### src/rtl/pc_stack_unit_if.sv
// Control/status bundle between the decode unit and the PC/return-stack block.
// The decode side drives the strobes and targets; the PC unit returns PC and stack status.
interface pc_stack_unit_if #(
    parameter int ADDR_W      = 11,
    parameter int STACK_DEPTH = 4
);
    localparam int CNT_W = $clog2(STACK_DEPTH + 1);

    logic              stall;
    logic              inc;
    logic              branch_en;
    logic [ADDR_W-1:0] branch_addr;
    logic              call_en;
    logic [ADDR_W-1:0] call_addr;
    logic              ret_en;
    logic [ADDR_W-1:0] pc;
    logic [ADDR_W-1:0] ret_top;
    logic [CNT_W-1:0]  stack_count;
    logic              stack_full;
    logic              stack_empty;
    logic              ovf_err;
    logic              unf_err;

    modport master (
        output stall, inc, branch_en, branch_addr, call_en, call_addr, ret_en,
        input  pc, ret_top, stack_count, stack_full, stack_empty, ovf_err, unf_err
    );

    modport slave (
        input  stall, inc, branch_en, branch_addr, call_en, call_addr, ret_en,
        output pc, ret_top, stack_count, stack_full, stack_empty, ovf_err, unf_err
    );
endinterface

### src/rtl/pc_stack_unit.sv
// Program counter with next-PC selection (ret > call > branch > inc) and an internal
// return-address stack with sticky overflow/underflow flags.
module pc_stack_unit #(
    parameter int                  ADDR_W      = 11,
    parameter int                  STACK_DEPTH = 4,
    parameter logic [ADDR_W-1:0]   RESET_VEC   = {ADDR_W{1'b0}},
    localparam int                 CNT_W       = $clog2(STACK_DEPTH + 1)
) (
    input  logic              clk,
    input  logic              rst,
    pc_stack_unit_if.slave    bus
);
    // Storage is sized to a power of two so stack indices never need a wider select.
    localparam int IDX_W   = (STACK_DEPTH > 1) ? $clog2(STACK_DEPTH) : 1;
    localparam int ENTRIES = 1 << IDX_W;

    logic [ADDR_W-1:0] pc_q, pc_d;
    logic [ADDR_W-1:0] ret_top_q, ret_top_d;
    logic [CNT_W-1:0]  count_q, count_d;
    logic              ovf_q, ovf_d;
    logic              unf_q, unf_d;
    logic [ADDR_W-1:0] mem_q [ENTRIES];
    logic [ADDR_W-1:0] mem_d [ENTRIES];

    logic [CNT_W-1:0]  cnt_m1_s, cnt_m2_s;
    logic [IDX_W-1:0]  top_idx_s, below_idx_s, wr_idx_s;
    logic [ADDR_W-1:0] pc_inc_s;
    logic              full_s, empty_s;

    assign full_s      = (count_q == CNT_W'(STACK_DEPTH));
    assign empty_s     = (count_q == CNT_W'(0));
    assign cnt_m1_s    = count_q - CNT_W'(1);
    assign cnt_m2_s    = count_q - CNT_W'(2);
    assign top_idx_s   = cnt_m1_s[IDX_W-1:0];
    assign below_idx_s = cnt_m2_s[IDX_W-1:0];
    assign wr_idx_s    = count_q[IDX_W-1:0];
    assign pc_inc_s    = pc_q + ADDR_W'(1);

    // Next-state selection; ret_top is tracked alongside the stack so it is a plain flop.
    always_comb begin
        pc_d      = pc_q;
        ret_top_d = ret_top_q;
        count_d   = count_q;
        ovf_d     = ovf_q;
        unf_d     = unf_q;
        mem_d     = mem_q;
        if (bus.stall) begin
            pc_d = pc_q;
        end else if (bus.ret_en) begin
            if (empty_s) begin
                unf_d = 1'b1;
            end else begin
                pc_d    = mem_q[top_idx_s];
                count_d = cnt_m1_s;
                if (count_q == CNT_W'(1)) begin
                    ret_top_d = {ADDR_W{1'b0}};
                end else begin
                    ret_top_d = mem_q[below_idx_s];
                end
            end
        end else if (bus.call_en) begin
            if (full_s) begin
                ovf_d = 1'b1;
            end else begin
                mem_d[wr_idx_s] = pc_inc_s;
                ret_top_d       = pc_inc_s;
                pc_d            = bus.call_addr;
                count_d         = count_q + CNT_W'(1);
            end
        end else if (bus.branch_en) begin
            pc_d = bus.branch_addr;
        end else if (bus.inc) begin
            pc_d = pc_inc_s;
        end else begin
            pc_d = pc_q;
        end
    end

    // State registers; reset overrides stall and any in-flight call/return.
    always_ff @(posedge clk) begin
        if (rst) begin
            pc_q      <= RESET_VEC;
            ret_top_q <= {ADDR_W{1'b0}};
            count_q   <= {CNT_W{1'b0}};
            ovf_q     <= 1'b0;
            unf_q     <= 1'b0;
        end else begin
            pc_q      <= pc_d;
            ret_top_q <= ret_top_d;
            count_q   <= count_d;
            ovf_q     <= ovf_d;
            unf_q     <= unf_d;
            mem_q     <= mem_d;
        end
    end

    assign bus.pc          = pc_q;
    assign bus.ret_top     = ret_top_q;
    assign bus.stack_count = count_q;
    assign bus.stack_full  = full_s;
    assign bus.stack_empty = empty_s;
    assign bus.ovf_err     = ovf_q;
    assign bus.unf_err     = unf_q;
endmodule

### src/flat_wrapper.sv
// flat-port wrapper written by rule: the top's interface ports become plain ports
module pc_stack_unit_flat 
#(
    parameter int                  ADDR_W      = 11,
    parameter int                  STACK_DEPTH = 4,
    parameter logic [ADDR_W-1:0]   RESET_VEC   = {ADDR_W{1'b0}},
    localparam int                 CNT_W       = $clog2(STACK_DEPTH + 1)
)
  (clk, rst, bus_stall, bus_inc, bus_branch_en, bus_branch_addr, bus_call_en, bus_call_addr, bus_ret_en, bus_pc, bus_ret_top, bus_stack_count, bus_stack_full, bus_stack_empty, bus_ovf_err, bus_unf_err);
  pc_stack_unit_if #(.ADDR_W(ADDR_W), .STACK_DEPTH(STACK_DEPTH)) bus_i ();
  input  logic clk;
  input  logic rst;
  input wire logic [$bits(bus_i.stall)-1:0] bus_stall;
  input wire logic [$bits(bus_i.inc)-1:0] bus_inc;
  input wire logic [$bits(bus_i.branch_en)-1:0] bus_branch_en;
  input wire logic [$bits(bus_i.branch_addr)-1:0] bus_branch_addr;
  input wire logic [$bits(bus_i.call_en)-1:0] bus_call_en;
  input wire logic [$bits(bus_i.call_addr)-1:0] bus_call_addr;
  input wire logic [$bits(bus_i.ret_en)-1:0] bus_ret_en;
  output wire logic [$bits(bus_i.pc)-1:0] bus_pc;
  output wire logic [$bits(bus_i.ret_top)-1:0] bus_ret_top;
  output wire logic [$bits(bus_i.stack_count)-1:0] bus_stack_count;
  output wire logic [$bits(bus_i.stack_full)-1:0] bus_stack_full;
  output wire logic [$bits(bus_i.stack_empty)-1:0] bus_stack_empty;
  output wire logic [$bits(bus_i.ovf_err)-1:0] bus_ovf_err;
  output wire logic [$bits(bus_i.unf_err)-1:0] bus_unf_err;
  assign bus_i.stall = bus_stall;
  assign bus_i.inc = bus_inc;
  assign bus_i.branch_en = bus_branch_en;
  assign bus_i.branch_addr = bus_branch_addr;
  assign bus_i.call_en = bus_call_en;
  assign bus_i.call_addr = bus_call_addr;
  assign bus_i.ret_en = bus_ret_en;
  assign bus_pc = bus_i.pc;
  assign bus_ret_top = bus_i.ret_top;
  assign bus_stack_count = bus_i.stack_count;
  assign bus_stack_full = bus_i.stack_full;
  assign bus_stack_empty = bus_i.stack_empty;
  assign bus_ovf_err = bus_i.ovf_err;
  assign bus_unf_err = bus_i.unf_err;
  pc_stack_unit #(.ADDR_W(ADDR_W), .STACK_DEPTH(STACK_DEPTH), .RESET_VEC(RESET_VEC)) u_core (.clk(clk), .rst(rst), .bus(bus_i));
endmodule
### config.mk
export PLATFORM = sky130hd
export DESIGN_NAME = pc_stack_unit_flat
export DESIGN_NICKNAME = d
export VERILOG_FILES = /design/src/rtl/pc_stack_unit_if.sv /design/src/rtl/pc_stack_unit.sv /design/src/flat_wrapper.sv
export SDC_FILE = /design/constraint.sdc
export NUM_CORES = 1
export LEC_CHECK = 0
export ABC_CLOCK_PERIOD_IN_PS = 3050
export CORE_MARGIN = 1
export CORE_UTILIZATION = 51
export CTS_BUF_LIST = sky130_fd_sc_hd__clkbuf_4
export DETAILED_ROUTE_END_ITERATION = 8
export HOLD_SLACK_MARGIN = 0.12
export PLACE_DENSITY = 0.86
export SYNTH_ARGS = -nofsm -noshare
export SYNTH_HDL_FRONTEND = slang
export SYNTH_SLANG_ARGS = --single-unit
export TNS_END_PERCENT = 5
### constraint.sdc
create_clock -name clk -period 3.05 [get_ports clk]
set_input_delay 0.4575 -clock clk [delete_from_list [all_inputs] [get_ports clk]]
set_output_delay 0.4575 -clock clk [all_outputs]
set_load 0.02 [all_outputs]
==> implementation parameters, run 1 <==
Parameter                              Value

Outcome
  Result of the run ... finished clean

STA
  Peak clock frequency supported by timing ... 399 MHz
  Part of the cycle the worst path needs ... 82.3%
  RSZ-0062 raised after global routing ... no
  Clock tree skew after final layout ... 19.4 ps
  Final setup violation count ... 0
  Remaining max-slew budget at the tightest pin ... 55.4%
  Total negative slack ... 0 ps
  Shortest period the worst path allows ... 2510 ps
  Count of endpoints failing hold in the final timing report ... 0
  Number of max-slew violations in the final report ... 0
  Slew at the pin closest to its max-slew limit ... 665 ps

Logic synthesis
  Predominant post-synthesis flop cell ... sky130_fd_sc_hd__edfxtp_1
  Top cells by area, synth ... sky130_fd_sc_hd__edfxtp_1 35%, sky130_fd_sc_hd__dfxtp_1 14%, sky130_fd_sc_hd__mux4_2 11%
  Top cell type's share of synthesized area ... 34.6%
  Synthesized flop and latch total ... 71
  Number of enable flip-flop cells after synthesis ... 44
  Share of flip-flops with an asynchronous set or reset ... 0%
  Net count after synthesis ... 345
  Count of distinct cell types in the synthesized netlist ... 57
  Synth area leader ... sky130_fd_sc_hd__edfxtp_1
  Synth warnings ... 0
  Cell area after synthesis ... 3820 µm²
  Sequential share of the synthesized area ... 48.8%
  Post-synthesis cell count ... 310
  Post-synthesis average cell area ... 12.3 µm²

Placed design
  Cell area after placement ... 4460 µm²
  HPWL after DPL ... 6.79 mm
  Final RePlAce weighted congestion ... 0.854
  Buffers on Ports ... 57

Floorplanning
  CORE AREA ... 7250 µm²
  Vert. Die Dim ... 88.5 µm
  I/O pin count ... 58
  Starting density of the core ... 52.6%
  Chip Width ... 88.5 µm
  Floorplan die area ... 7830 µm²
  Site Rows ... 31

Worst setup path
  Critical path data required time ... 2590 ps
  Endpoint class of the critical path ... output pin
  Worst-path cell chain ... inv_1, ha_1, and2_2, clkdlybuf4s50_1
  Worst Setup Path Type ... reg2out
  Slowest cell on crit path ... sky130_fd_sc_hd__clkdlybuf4s50_1
  Startpoint type of the worst setup path ... register
  Worst path max stage delay ... 600 ps
  Maximum net fanout on the critical path ... 6
  CP arrival ... 2050 ps

Clocking
  Number of instances resized during post-cts repair ... 0
  Level count of the clock H-tree ... 3
  Post-CTS setup buffers ... 0
  Clock slew at the register clock pins of the worst setup and hold paths ... 120 ps
  Number of buffers on the longest clock path ... 2
  CTS buffer count ... 9
  Later-pin clock latency in the skew report ... 420 ps
  TritonCTS clock tree ... built
  Total number of clock tree sinks ... 71
  # hold bufs at CTS ... 0
  Root cell of the clock tree ... sky130_fd_sc_hd__clkbuf_4

Final layout
  Filler instances ... 569
  Final net count ... 405
  Count of antenna diodes in the layout ... 0
  Share of post-route cells with drive strength above 1 ... 18.1%
  Footprint of the multi-input gates ... 1760 µm²
  Area added between synthesis and finish ... 20.4%
  Total non-filler cell area in the finished layout ... 4600 µm²
  Area taken by flip-flops and latches ... 1860 µm²

Detailed routing
  Detail-routed via count per cell ... 6.17
  DRT iter0 DRCs ... 265
  Post-route ant nets ... 0
  DRC violations left ... 0
  Drt wl/cell ... 20.4 µm
  Total Wirelength ... 9.66 mm
  TritonRoute pass-1 iters ... 5
  Vias ... 2926

Pwr
  Pwr per Cell Area ... 505 nW/µm²
  Worst IR Drop VDD ... 0.000257 V
  Leakage power summed over all cells ... 0.00159 µW

Worst hold path
  Worst hold path type ... reg2reg

Global route
  Global-route wire length before repair ... 15.1 mm
  Maximum number of pins on one net before global-route repair ... 29
  Grt total ovfl ... 0
  Number of global-route vias before repair ... 2862
  Number of antenna violations at the first check in global routing ... 0
  Total track usage ... 27.0%

Run
  Number of max-capacitance violations reported ... 0
==> layout by cell type (no fill, tap or decap), types with 7 or more instances in the layout <==
cell type / n
sky130_fd_sc_hd__edfxtp_1: 44
sky130_fd_sc_hd__nor3_1: 12
sky130_fd_sc_hd__clkbuf_4: 13
sky130_fd_sc_hd__inv_1: 8
sky130_fd_sc_hd__clkdlybuf4s50_1: 57
sky130_fd_sc_hd__mux4_2: 18
sky130_fd_sc_hd__mux2i_1: 9
sky130_fd_sc_hd__nand2_1: 14
sky130_fd_sc_hd__a211oi_1: 12
sky130_fd_sc_hd__buf_4: 15
sky130_fd_sc_hd__a21oi_1: 21
sky130_fd_sc_hd__nor2_1: 25
sky130_fd_sc_hd__dfxtp_1: 27
sky130_fd_sc_hd__nand3_1: 7
sky130_fd_sc_hd__a221oi_1: 7
==> per-stage QoR <==
stage	hold slack (ps)	setup WS (ps)	instances	utilization (%)	power [µW]
6_report	478	541	474	63.4	2320
3_5_place_dp	461	565	458	61.5	1750
4_1_cts	488	521	474	63.4	2330
2_1_floorplan	561	440	310	-	1520
5_1_grt	531	425	474	63.4	2420
3_3_place_gp	454	601	458	61.5	1730
==> metal layers <==
metal	wire length [µm]	GRT usage (%)	share of wire [%]
met1	3900	34.0	40
met2	4840	45.0	50
met3	619	6.25	6.4
met4	299	11.1	3.1
met5	0	0	0
==> registers in the layout, summed over array words and instances (netlist names) <==
name	cells
u_core.mem_q	44
u_core.bus.pc	11
u_core.bus.stack_count	3
u_core.bus.ret_top	11
u_core.bus.ovf_err	1
u_core.bus.unf_err	1
==> path summary, 6_finish.rpt <==
check        depth (start not counted)            endpoint                 startpoint  slack, ps
max                                  4      bus_stack_full  u_core.bus.stack_count[0]        540
min reg2reg                          2  u_core.bus.unf_err         u_core.bus.unf_err        480
max reg2reg                          6    u_core.mem_q[19]  u_core.bus.stack_count[0]        770
min                                  2  u_core.bus.unf_err         u_core.bus.unf_err        480
==> report_power, final <==
group	switching (µW)	leakage, µW	internal (µW)
Combinational	327	0.000884	280
Sequential	48.4	0.000625	1070
Clock	308	0.0000771	283
Total	684	0.00159	1640
==> logic make-up after synthesis <==
group | share of synthesized area [%]
buf+inv | 5.21
flops | 48.8
xor+xnor | 2.66
simple gates | 13.0
compound gates | 14.4
mux | 14.0
fa+ha+maj | 1.97
==> cell type report <==
cell class | instances | area share [%]
multi-input cells | 208 | 38.3
inverters | 8 | 0.653
clock buffers | 13 | 2.12
clock inverters | 3 | 0.817
repair buffers | 72 | 14.9
flip-flops and latches | 71 | 40.5
well taps | 99 | 2.70
==> critical path: cells and delay by family, from the launching register on <==
kind,cells,cell delay (ps)
buf+inv,2,730
fa+ha+maj,1,350
flops,1,330
simple gates,1,230
==> cells in the mapped netlist (all sizes together) (2+ instances only) <==
cell	instances
nand3	7
a211o	4
ha	6
nor3	14
nor3b	2
o21ai	6
inv	8
nor2	26
xnor2	4
clkbuf	4
o211ai	5
nand2b	7
a31oi	4
or2b	3
a22oi	3
a211oi	17
dfxtp	27
nor2b	2
buf	18
edfxtp	44
xor2	5
and2	4
a21oi	21
mux4	19
nand4	3
mux2i	10
a221oi	8
nand2	14
o221ai	3
No activity file was read; power rests on OpenSTA's default activity.
==> inputs of run 2 (changes only) <==
Settings changed: ABC_CLOCK_PERIOD_IN_PS 3050 to 2300.
Clock period 3.05 ns to 2.3 ns, I/O delays scaled along.
==> run 2 against run 1 <==
Effect of this change: setup slack got worse by 380 ps; combinational power rose by 34%; clock power rose by 35%; non-clock buffer count rose by 10; sequential power rose by 32%; highest routed layer unchanged; power rose by 33%; critical path type is now reg2reg; register-to-register slack got worse by 610 ps; largest cell class unchanged; final area rose by 2.8%.
==> implementation parameters, run 2 (synthesis gave the netlist of run 1 again) <==
Parameter                              Value

Final layout
  Area added between synthesis and finish ... 23.8% (was 20.4%)
  Fin cells ... 484 (was 474)
  Count of antenna diodes in the layout ... 0 (unchanged)
  Final net count ... 415 (was 405)
  Final cell utilization of the core ... 65.2% (was 63.4%)
  Top library cells by usage in the layout, fill and taps aside ... 55 x sky130_fd_sc_hd__clkdlybuf4s50_1, 44 x sky130_fd_sc_hd__edfxtp_1, 26 x sky130_fd_sc_hd__dfxtp_1 (was 57 x sky130_fd_sc_hd__clkdlybuf4s50_1, 44 x sky130_fd_sc_hd__edfxtp_1, 27 x sky130_fd_sc_hd__dfxtp_1)
  Top register by number of flip-flops ... u_core.mem_q (unchanged)
  Total non-filler cell area in the finished layout ... 4730 µm² (was 4600 µm²)
  Commonest non-fill, non-tap cell in the layout ... sky130_fd_sc_hd__clkdlybuf4s50_1 (unchanged)
  Share of post-route cells with drive strength above 1 ... 21.0% (was 18.1%)
  Number of flip-flops under the largest register name ... 44 (unchanged)

Worst setup path
  Slowest cell on crit path ... sky130_fd_sc_hd__nor4_1 (was sky130_fd_sc_hd__clkdlybuf4s50_1)
  Critical path data required time ... 2430 ps (was 2590 ps)
  CP bufs+invs ... 3 (was 2)
  Startpoint type of the worst setup path ... register (unchanged)
  Worst-path cell chain ... inv_1, ha_1, and2_2, nor4_1, buf_4, and2_1, buf_12 (was inv_1, ha_1, and2_2, clkdlybuf4s50_1)
  CP arrival ... 2270 ps (was 2050 ps)
  Reg2Reg Depth ... 7 (was 6)
  Maximum net fanout on the critical path ... 11 (was 6)
  Endpoint of the lowest-slack register-to-register path ... u_core.mem_q[20] (was u_core.mem_q[19])
  Worst Setup Path Type ... reg2reg (was reg2out)
  Worst reg-to-reg setup slack ... 160 ps (was 770 ps)
  Kind of cell adding the most delay to the critical path ... simple AND/OR/NAND/NOR gates (was buffers and inverters)
  Worst path max stage delay ... 440 ps (was 600 ps)
  Reg-to-Reg Start ... u_core.bus.stack_count[1] (was u_core.bus.stack_count[0])
  Endpoint class of the critical path ... register (was output pin)

Floorplanning
  Floorplan die area ... 7830 µm² (unchanged)
  Site Rows ... 31 (unchanged)
  Chip Width ... 88.5 µm (unchanged)
  Starting density of the core ... 52.6% (unchanged)
  Vert. Die Dim ... 88.5 µm (unchanged)
  I/O pin count ... 58 (unchanged)
  CORE AREA ... 7250 µm² (unchanged)

Clocking
  CTS buffer count ... 9 (unchanged)
  Later-pin clock latency in the skew report ... 410 ps (was 420 ps)
  Level count of the clock H-tree ... 3 (unchanged)
  Total number of clock tree sinks ... 71 (unchanged)
  Post-CTS setup buffers ... 0 (unchanged)
  Clock slew at the register clock pins of the worst setup and hold paths ... 120 ps (about the same)
  TritonCTS clock tree ... built (unchanged)
  Root cell of the clock tree ... sky130_fd_sc_hd__clkbuf_4 (unchanged)
  Number of buffers on the longest clock path ... 2 (unchanged)

Pwr
  Worst IR Drop VDD ... 0.000427 V (was 0.000257 V)
  Leakage power summed over all cells ... 0.00167 µW (was 0.00159 µW)
  Pwr per Cell Area ... 655 nW/µm² (was 505 nW/µm²)

Placed design
  Cell area after placement ... 4580 µm² (was 4460 µm²)
  Worst Setup Slack post-DPL ... 36.1 ps (was 565 ps)
  Final RePlAce weighted congestion ... 0.808 (was 0.854)
  Placed Cells ... 468 (was 458)
  Buffers on Ports ... 57 (unchanged)
  HPWL after DPL ... 6.49 mm (was 6.79 mm)

Global route
  Total track usage ... 25.5% (was 27.0%)
  Maximum number of pins on one net before global-route repair ... 29 (unchanged)
  Grt total ovfl ... 0 (unchanged)
  Global-route wire length before repair ... 14.4 mm (was 15.1 mm)
  Number of global-route vias before repair ... 2854 (was 2862)
  Number of antenna violations at the first check in global routing ... 0 (unchanged)

Run
  Number of max-capacitance violations reported ... 0 (unchanged)

Worst hold path
  WHS Endpoint ... u_core.bus.ovf_err (was u_core.bus.unf_err)
  Worst hold path depth ... 2 (unchanged)
  Hold path startpoint ... u_core.bus.ovf_err (was u_core.bus.unf_err)
  Worst hold path type ... reg2reg (unchanged)

Detailed routing
  Total Wirelength ... 9.30 mm (was 9.66 mm)
  Drt wl/cell ... 19.2 µm (was 20.4 µm)
  DRT iter0 DRCs ... 290 (was 265)
  Vias ... 2962 (was 2926)
  Post-route ant nets ... 0 (unchanged)
  TritonRoute pass-1 iters ... 5 (unchanged)
  Detail-routed via count per cell ... 6.12 (was 6.17)
  DRC violations left ... 0 (unchanged)

STA
  Clock tree skew after final layout ... 10.2 ps (was 19.4 ps)
  Final setup violation count ... 0 (unchanged)
  Count of endpoints failing hold in the final timing report ... 0 (unchanged)
  Remaining max-slew budget at the tightest pin ... 67.1% (was 55.4%)
  Part of the cycle the worst path needs ... 93.1%
  Shortest period the worst path allows ... 2140 ps
  Slew at the pin closest to its max-slew limit ... 489 ps (was 665 ps)
  Least setup slack across all paths after layout ... 159 ps (was 541 ps)
  Number of max-slew violations in the final report ... 0 (unchanged)
  Peak clock frequency supported by timing ... 467 MHz
  RSZ-0062 raised after global routing ... no (unchanged)
  Worst hold margin ... 480 ps (was 478 ps)

Outcome
  Result of the run ... finished clean (unchanged)
run 2: how the worst max path moves through the flow:
stage	startpoint	to	slack [ps]	depth (start not counted)
after floorplan	u_core.bus.stack_count[1]	u_core.bus.pc[6]	-160	8
after global placement	bus_ret_en	u_core.bus.pc[5]	100	7
after detailed placement	bus_ret_en	u_core.bus.pc[3]	40	7
after CTS	u_core.bus.stack_count[1]	bus_stack_full	50	4
after global routing	u_core.bus.stack_count[0]	bus_stack_count[0]	40	2
final	u_core.bus.stack_count[1]	u_core.mem_q[20]	160	7
run 2: where the power goes:
part / switching (µW) / total (µW) / internal [µW]
clock network: 439 / 795 / 356
registers: 58.5 / 1480 / 1430
logic: 429 / 816 / 388
run 2: worst register-to-register path, cell delays in order (launching register included):
cell	delay [ps]
sky130_fd_sc_hd__dfxtp_1	350
sky130_fd_sc_hd__inv_1	90
sky130_fd_sc_hd__ha_1	220
sky130_fd_sc_hd__and2_2	220
sky130_fd_sc_hd__nor4_1	440
sky130_fd_sc_hd__buf_4	210
sky130_fd_sc_hd__and2_1	170
sky130_fd_sc_hd__buf_12	160
run 2: stage by stage:
stage	TNS (ps)	power, µW
2_1_floorplan	-4830	2030
3_3_place_gp	0	2310
3_5_place_dp	0	2330
4_1_cts	0	3100
5_1_grt	0	3230
6_report	0	3100
run 2: timing repair:
action,4_1_cts,5_1_grt
gates cloned,0,0
endpoints found under the hold margin,0,0
endpoints found under the setup margin,1,1
hold buffers,0,0
resized for setup,1,1
run 2: final cells by class:
| type | count | area, µm² |
|---|---|---|
| fillers | 530 | 2530 |
| flip-flops and latches | 71 | 1860 |
| multi-input cells | 208 | 1770 |
| repair buffers | 82 | 797 |
| well taps | 99 | 124 |
| clock buffers | 11 | 82.6 |
| clock inverters | 5 | 58.8 |
| inverters | 8 | 30.0 |
run 2: metal layers:
metal	GRT usage [%]	part of all wire [%]
met1	31.0	38
met2	43.1	52
met3	7.00	8.2
met4	10.3	2.0
met5	0	0
